--- src/rtl/ser_load_counter_pkg.sv ---
// ser_load_counter_pkg
// Shared definitions for the serial-load up/down counter block:
//   mode_e        - overflow behaviour selector (modular wrap or saturate)
//   WIDTH_DEFAULT - default counter / shift register width
package ser_load_counter_pkg;

  typedef enum logic {
    MODE_WRAP = 1'b0,
    MODE_SAT  = 1'b1
  } mode_e;

  localparam int WIDTH_DEFAULT = 8;

endpackage

--- src/rtl/ser_load_counter_sync_edge_det.sv ---
// sync_edge_det
// Two-flop synchroniser for an asynchronous input followed by a rising-edge
// detector running in the clk domain.
// Ports:
//   clk  - system clock
//   rst  - asynchronous active-high reset, clears all stages to 0
//   d    - asynchronous input
//   rise - one-clk pulse when the synchronised input goes 0 -> 1
module sync_edge_det (
  input  logic clk,
  input  logic rst,
  input  logic d,
  output logic rise
);

  logic meta;
  logic sync_now;
  logic sync_prev;

  always_ff @(posedge clk or posedge rst) begin
    if (rst) begin
      meta      <= 1'b0;
      sync_now  <= 1'b0;
      sync_prev <= 1'b0;
    end else begin
      meta      <= d;
      sync_now  <= meta;
      sync_prev <= sync_now;
    end
  end

  assign rise = sync_now & ~sync_prev;

endmodule

--- src/rtl/ser_load_counter.sv ---
// ser_load_counter
// Up/down counter that can be parallel-loaded from a serially filled shift
// register. The serial port (sdi/sclk) is asynchronous to clk and is
// oversampled; sclk is only ever used as data.
// Parameters:
//   WIDTH - counter and shift register width (2..32)
//   MODE  - MODE_WRAP (modular) or MODE_SAT (saturating) overflow
// Ports:
//   clk, rst   - system clock, asynchronous active-high reset
//   ena        - enables the counter path (load and count)
//   load       - request to copy a full frame into the counter
//   en, up     - count enable and direction (1 = increment)
//   oe         - gates count_out (zeros when low)
//   sdi, sclk  - serial data and serial clock, MSB first
//   count_out  - counter value or zeros
//   tc         - terminal count for the current direction
//   frame_full - WIDTH bits received since the last accepted load
//   load_err   - one-cycle pulse when a load arrives before a full frame
module ser_load_counter
  import ser_load_counter_pkg::*;
#(
  parameter int    WIDTH = WIDTH_DEFAULT,
  parameter mode_e MODE  = MODE_WRAP
) (
  input  logic             clk,
  input  logic             rst,
  input  logic             ena,
  input  logic             load,
  input  logic             en,
  input  logic             up,
  input  logic             oe,
  input  logic             sdi,
  input  logic             sclk,
  output logic [WIDTH-1:0] count_out,
  output logic             tc,
  output logic             frame_full,
  output logic             load_err
);

  localparam int               BCW       = $clog2(WIDTH + 1);
  localparam logic [BCW-1:0]   BITS_FULL = BCW'(WIDTH);
  localparam logic [WIDTH-1:0] CNT_MAX   = {WIDTH{1'b1}};

  logic             sdi_meta;
  logic             sdi_sync;
  logic             sclk_rise;
  logic [WIDTH-1:0] shreg;
  logic [BCW-1:0]   bit_cnt;
  logic [WIDTH-1:0] count;
  logic [WIDTH-1:0] count_nxt;
  logic             load_ok;
  logic             load_rej;

  // sdi only needs to be stable around the sclk edge, so a plain two-flop
  // synchroniser keeps it aligned with the sclk edge detector below.
  always_ff @(posedge clk or posedge rst) begin
    if (rst) begin
      sdi_meta <= 1'b0;
      sdi_sync <= 1'b0;
    end else begin
      sdi_meta <= sdi;
      sdi_sync <= sdi_meta;
    end
  end

  sync_edge_det u_sclk_det (
    .clk  (clk),
    .rst  (rst),
    .d    (sclk),
    .rise (sclk_rise)
  );

  assign frame_full = (bit_cnt == BITS_FULL);
  assign load_ok    = ena & load & frame_full;
  assign load_rej   = ena & load & ~frame_full;

  // The shift path ignores ena; once full it keeps the most recent WIDTH bits.
  always_ff @(posedge clk or posedge rst) begin
    if (rst) begin
      shreg <= '0;
    end else if (sclk_rise) begin
      shreg <= {shreg[WIDTH-2:0], sdi_sync};
    end
  end

  // A load that coincides with a shift copies the old register contents,
  // so the incoming bit is the first bit of the next frame.
  always_ff @(posedge clk or posedge rst) begin
    if (rst) begin
      bit_cnt <= '0;
    end else if (load_ok) begin
      bit_cnt <= sclk_rise ? BCW'(1) : '0;
    end else if (sclk_rise && !frame_full) begin
      bit_cnt <= bit_cnt + BCW'(1);
    end
  end

  // Any load request, accepted or not, takes priority over counting.
  always_comb begin
    count_nxt = count;
    if (ena) begin
      if (load) begin
        if (frame_full) begin
          count_nxt = shreg;
        end
      end else if (en) begin
        if (up) begin
          if (count == CNT_MAX) begin
            count_nxt = (MODE == MODE_SAT) ? CNT_MAX : '0;
          end else begin
            count_nxt = count + WIDTH'(1);
          end
        end else begin
          if (count == '0) begin
            count_nxt = (MODE == MODE_SAT) ? '0 : CNT_MAX;
          end else begin
            count_nxt = count - WIDTH'(1);
          end
        end
      end
    end
  end

  always_ff @(posedge clk or posedge rst) begin
    if (rst) begin
      count    <= '0;
      load_err <= 1'b0;
    end else begin
      count    <= count_nxt;
      load_err <= load_rej;
    end
  end

  assign tc        = up ? (count == CNT_MAX) : (count == '0);
  assign count_out = oe ? count : '0;

endmodule

--- config.mk ---
export PLATFORM = sky130hd
export DESIGN_NAME = ser_load_counter
export DESIGN_NICKNAME = d
export VERILOG_FILES = /design/src/rtl/ser_load_counter_pkg.sv /design/src/rtl/ser_load_counter_sync_edge_det.sv /design/src/rtl/ser_load_counter.sv
export SDC_FILE = /design/constraint.sdc
export NUM_CORES = 1
export LEC_CHECK = 0
export CAP_MARGIN = 20
export CELL_PAD_IN_SITES_DETAIL_PLACEMENT = 0
export CELL_PAD_IN_SITES_GLOBAL_PLACEMENT = 1
export CORE_ASPECT_RATIO = 1.2
export CORE_MARGIN = 3
export CORE_UTILIZATION = 46
export CTS_BUF_LIST = sky130_fd_sc_hd__clkbuf_16
export CTS_CLUSTER_SIZE = 12
export DETAILED_ROUTE_END_ITERATION = 16
export HOLD_SLACK_MARGIN = 0.12
export PLACE_DENSITY = 0.9
export SLEW_MARGIN = 20
export SYNTH_ARGS = -nofsm -noshare
export SYNTH_HDL_FRONTEND = slang
export SYNTH_HIERARCHICAL = 1
export SYNTH_SLANG_ARGS = --single-unit
--- constraint.sdc ---
create_clock -name clk -period 2.3 [get_ports clk]
set_input_delay 0.23 -clock clk [delete_from_list [all_inputs] [get_ports clk]]
set_output_delay 0.23 -clock clk [all_outputs]
set_load 0.02 [all_outputs]
==> impl_metrics.csv <==
group,metric,value,unit
critical_path,crit_path_start_kind,"flip-flop",
finish,fin_nets,203,
critical_path,crit_fanout,7,
critical_path,critPathSlowestCell,"clkdlybuf4s50_1",
detailed_routing,avgRoutedWirePerCell,15.3,um
detailed_routing,drt-total-wl,3430,um
floorplan,dieArea,4410,um2
clock_network,worst_skew_pair.late_latency,0.25,ns
sta,worstMarginPinSlew,0.507,ns
synthesis,synth-seq-area-share,38.8,%
synthesis,ys.flop_type,"dfrtp_1",
synthesis,async_reset_ff_share,100,%
synthesis,ys_seq_elements,26,
critical_path,cp.arrival,1.88,ns
critical_path,path_class,"flip-flop to output pin",
synthesis,syn_inst,171,
sta,slew_headroom,66.2,%
detailed_routing,drc,0,
clock_network,h-tree-depth,1,
floorplan,io_pins,20,
clock_network,ctsLongestPathBuffers,2,
synthesis,synth_cell_types,53,
placement,place.gp.congestion,0.806,
synthesis,yosys_warnings,6,
power,leakage,0.862,nW
critical_path,r2r_cells,6,
placement,hpwlAfterDp,2560,um
synthesis,syn_nets,185,
grt,met2_usage,30.9,%
grt,grt_pass1_wl,5880,um
synthesis,synth_edf_count,0,
detailed_routing,drt_iter0_drc,52,
critical_path,cp_cell_sequence,"inv_1, ha_1, nand3b_1, inv_2, clkdlybuf4s50_1",
sta,finalCriticalPeriod,2.11,ns
finish,seq_area,654,um2
worst_hold_path,hp-class,"input port to asynchronous set/reset pin",
floorplan,rows,23,
critical_path,r2r_start,"bit_cnt[0]",
sta,setup_viol,0,
sta,setup-tns-final,0,ns
floorplan,die_height,72.1,um
detailed_routing,vias_per_cell,5.98,
finish,fillers,321,
grt,first_global_vias,1314,
grt,top_usage_layer,"met2",
sta,hold_viol,0,
grt,grt_util_met3,1.60,%
critical_path,ff2ff_setup_slack,0.53,ns
sta,rsz0062_at_grt,"no",
sta,max_freq,474,MHz
clock_network,cts_buffers,3,
finish,area_growth,17.0,%
sta,fin_skew,0.00256,ns
grt,grt.met1_usage,21.2,%
floorplan,die_x,61.1,um
synthesis,synth.avg_cell_area,9.80,um2
finish,final_common_cell,"dfrtp_1",
power,ir_drop,634,uV
grt,grt_max_degree,24,
finish,multi_input_area,870,um2
grt,grt_usage,17.1,%
critical_path,crit_path_end,"frame_full",
run,maxCapViolations,0,
status,status,"finished, final reports clean",
clock_network,clkTransAtPathRegs,0.06,ns
finish,drive_above_1_share,17.6,%
finish,antennaDiodeCount,0,
detailed_routing,firstDrtPassIters,6,
synthesis,syn-cell-area,1680,um2
clock_network,cts_tree,"yes",
sta,fin_crit_sh,91.7,%
power,power_density,1130,nW/um2
detailed_routing,ant_nets,0,
floorplan,core,3420,um2
sta,drv_slew,0,
critical_path,r2r_end,"count[3]",
placement,port_buffers,19,
detailed_routing,num_vias,1345,
finish,stdcell_count,225,
finish,layout_common_cells,"dfrtp_1 (23), clkdlybuf4s50_1 (18), inv_1 (10), nor2_1 (10), a21oi_1 (10)",
critical_path,crit_start,"bit_cnt[0]",
placement,dp.cells,221,
critical_path,cpPeakStageDelay,0.63,ns
floorplan,start_util,49.0,%
clock_network,clock-sinks,26,
grt,overflow,0,
clock_network,postCtsSetupRepairBufs,0,
clock_network,cts-root-buf,"clkbuf_16",
critical_path,worstSetupEndpointType,"output pin",
critical_path,worstPathRequired,2.07,ns
clock_network,cts_hold_buffers,0,
grt,antenna_found_initial,0,
==> cell usage after synthesis (3+ instances only) <==
library cell | n | area [um2]
buf_2 | 3 | 15.0
mux2i_1 | 4 | 40.0
nand4_1 | 5 | 31.3
a31oi_1 | 8 | 50.1
nand2_1 | 9 | 33.8
nor2_1 | 10 | 37.5
ha_1 | 5 | 62.6
mux2_2 | 8 | 90.1
o211ai_1 | 3 | 22.5
and2_1 | 9 | 56.3
inv_1 | 10 | 37.5
buf_6 | 6 | 67.6
dfrtp_1 | 26 | 651
nand2b_1 | 3 | 18.8
o21ai_0 | 4 | 20.0
nand3_1 | 5 | 25.0
a21oi_1 | 10 | 50.1
==> state kept, by name (all words and copies together) (netlist names) <==
register	count
sdi_sync	1
count	8
u_sclk_det/meta	1
bit_cnt	4
u_sclk_det/sync_now	1
load_err	1
u_sclk_det/sync_prev	1
shreg	8
sdi_meta	1
==> cell type report <==
type	count	share of cell area (%)
clock buffers	3	3.83
clock inverters	1	1.53
inverters	11	2.10
multi-input cells	121	44.3
flip-flops and latches	26	33.4
well taps	37	2.36
repair buffers	26	12.5
==> routing by layer <==
layer | up-vias | part of all wire (%)
met1 | 656 | 42
met4 | 0 | 0.58
li1 | 650 | -
met5 | - | 0
met2 | 37 | 53
met3 | 2 | 3.5
==> logic make-up after synthesis <==
kind of cell / after synthesis / share of synthesized area, %
multiplexers: 12 / 7.76
adder cells (fa/ha/maj): 5 / 3.73
buffers and inverters: 24 / 9.48
XOR/XNOR: 2 / 1.04
AND/OR/NAND/NOR: 59 / 21.7
flip-flops: 26 / 38.8
AO/OA/AOI/OAI: 43 / 17.5
==> critical path, delay by kind of cell, from the launching register on <==
family,cells,cell delay [ns]
adders and majority gates,1,0.17
DFF,1,0.42
and+or+nand+nor,1,0.15
buffers and inverters,3,0.90
==> worst min path at each step <==
stage | startpoint | to | cells past startpoint | slack, ns
after floorplan | rst | u_sclk_det/meta | 1 | -0.02
after global placement | sdi_meta | sdi_sync | 0 | 0.34
after detailed placement | sdi_meta | sdi_sync | 0 | 0.34
after CTS | rst | u_sclk_det/meta | 2 | 0.16
after global routing | rst | u_sclk_det/meta | 2 | 0.16
final | rst | u_sclk_det/meta | 2 | 0.16
==> metrics by stage <==
step | utilization, % | cell area, um2 | power [mW] | setup WS, ns | hold WS (ns)
final | 57.3 | 1960 | 2.22 | 0.190 | 0.156
after global routing | 57.3 | 1960 | 2.39 | 0.0881 | 0.156
after CTS | 57.1 | 1960 | 2.23 | 0.0312 | 0.156
after detailed placement | 54.0 | 1850 | 1.72 | 0.288 | 0.344
after global placement | 54.0 | 1850 | 1.68 | 0.351 | 0.335
after floorplan | - | 1680 | 1.51 | 0.720 | -0.0164
==> where the power goes <==
part / switching [mW] / leakage, nW / total (mW) / internal (mW)
combinational: 0.457 / 0.501 / 0.901 / 0.444
clock: 0.143 / 0.0511 / 0.489 / 0.346
sequential: 0.216 / 0.310 / 0.832 / 0.616
==> what timing repair did <==
item	CTS	global route
gates resized for setup	1	4
pin swaps	0	0
setup endpoints to repair	1	1
hold endpoints to repair	0	0
No activity file was read; power rests on OpenSTA's default activity.
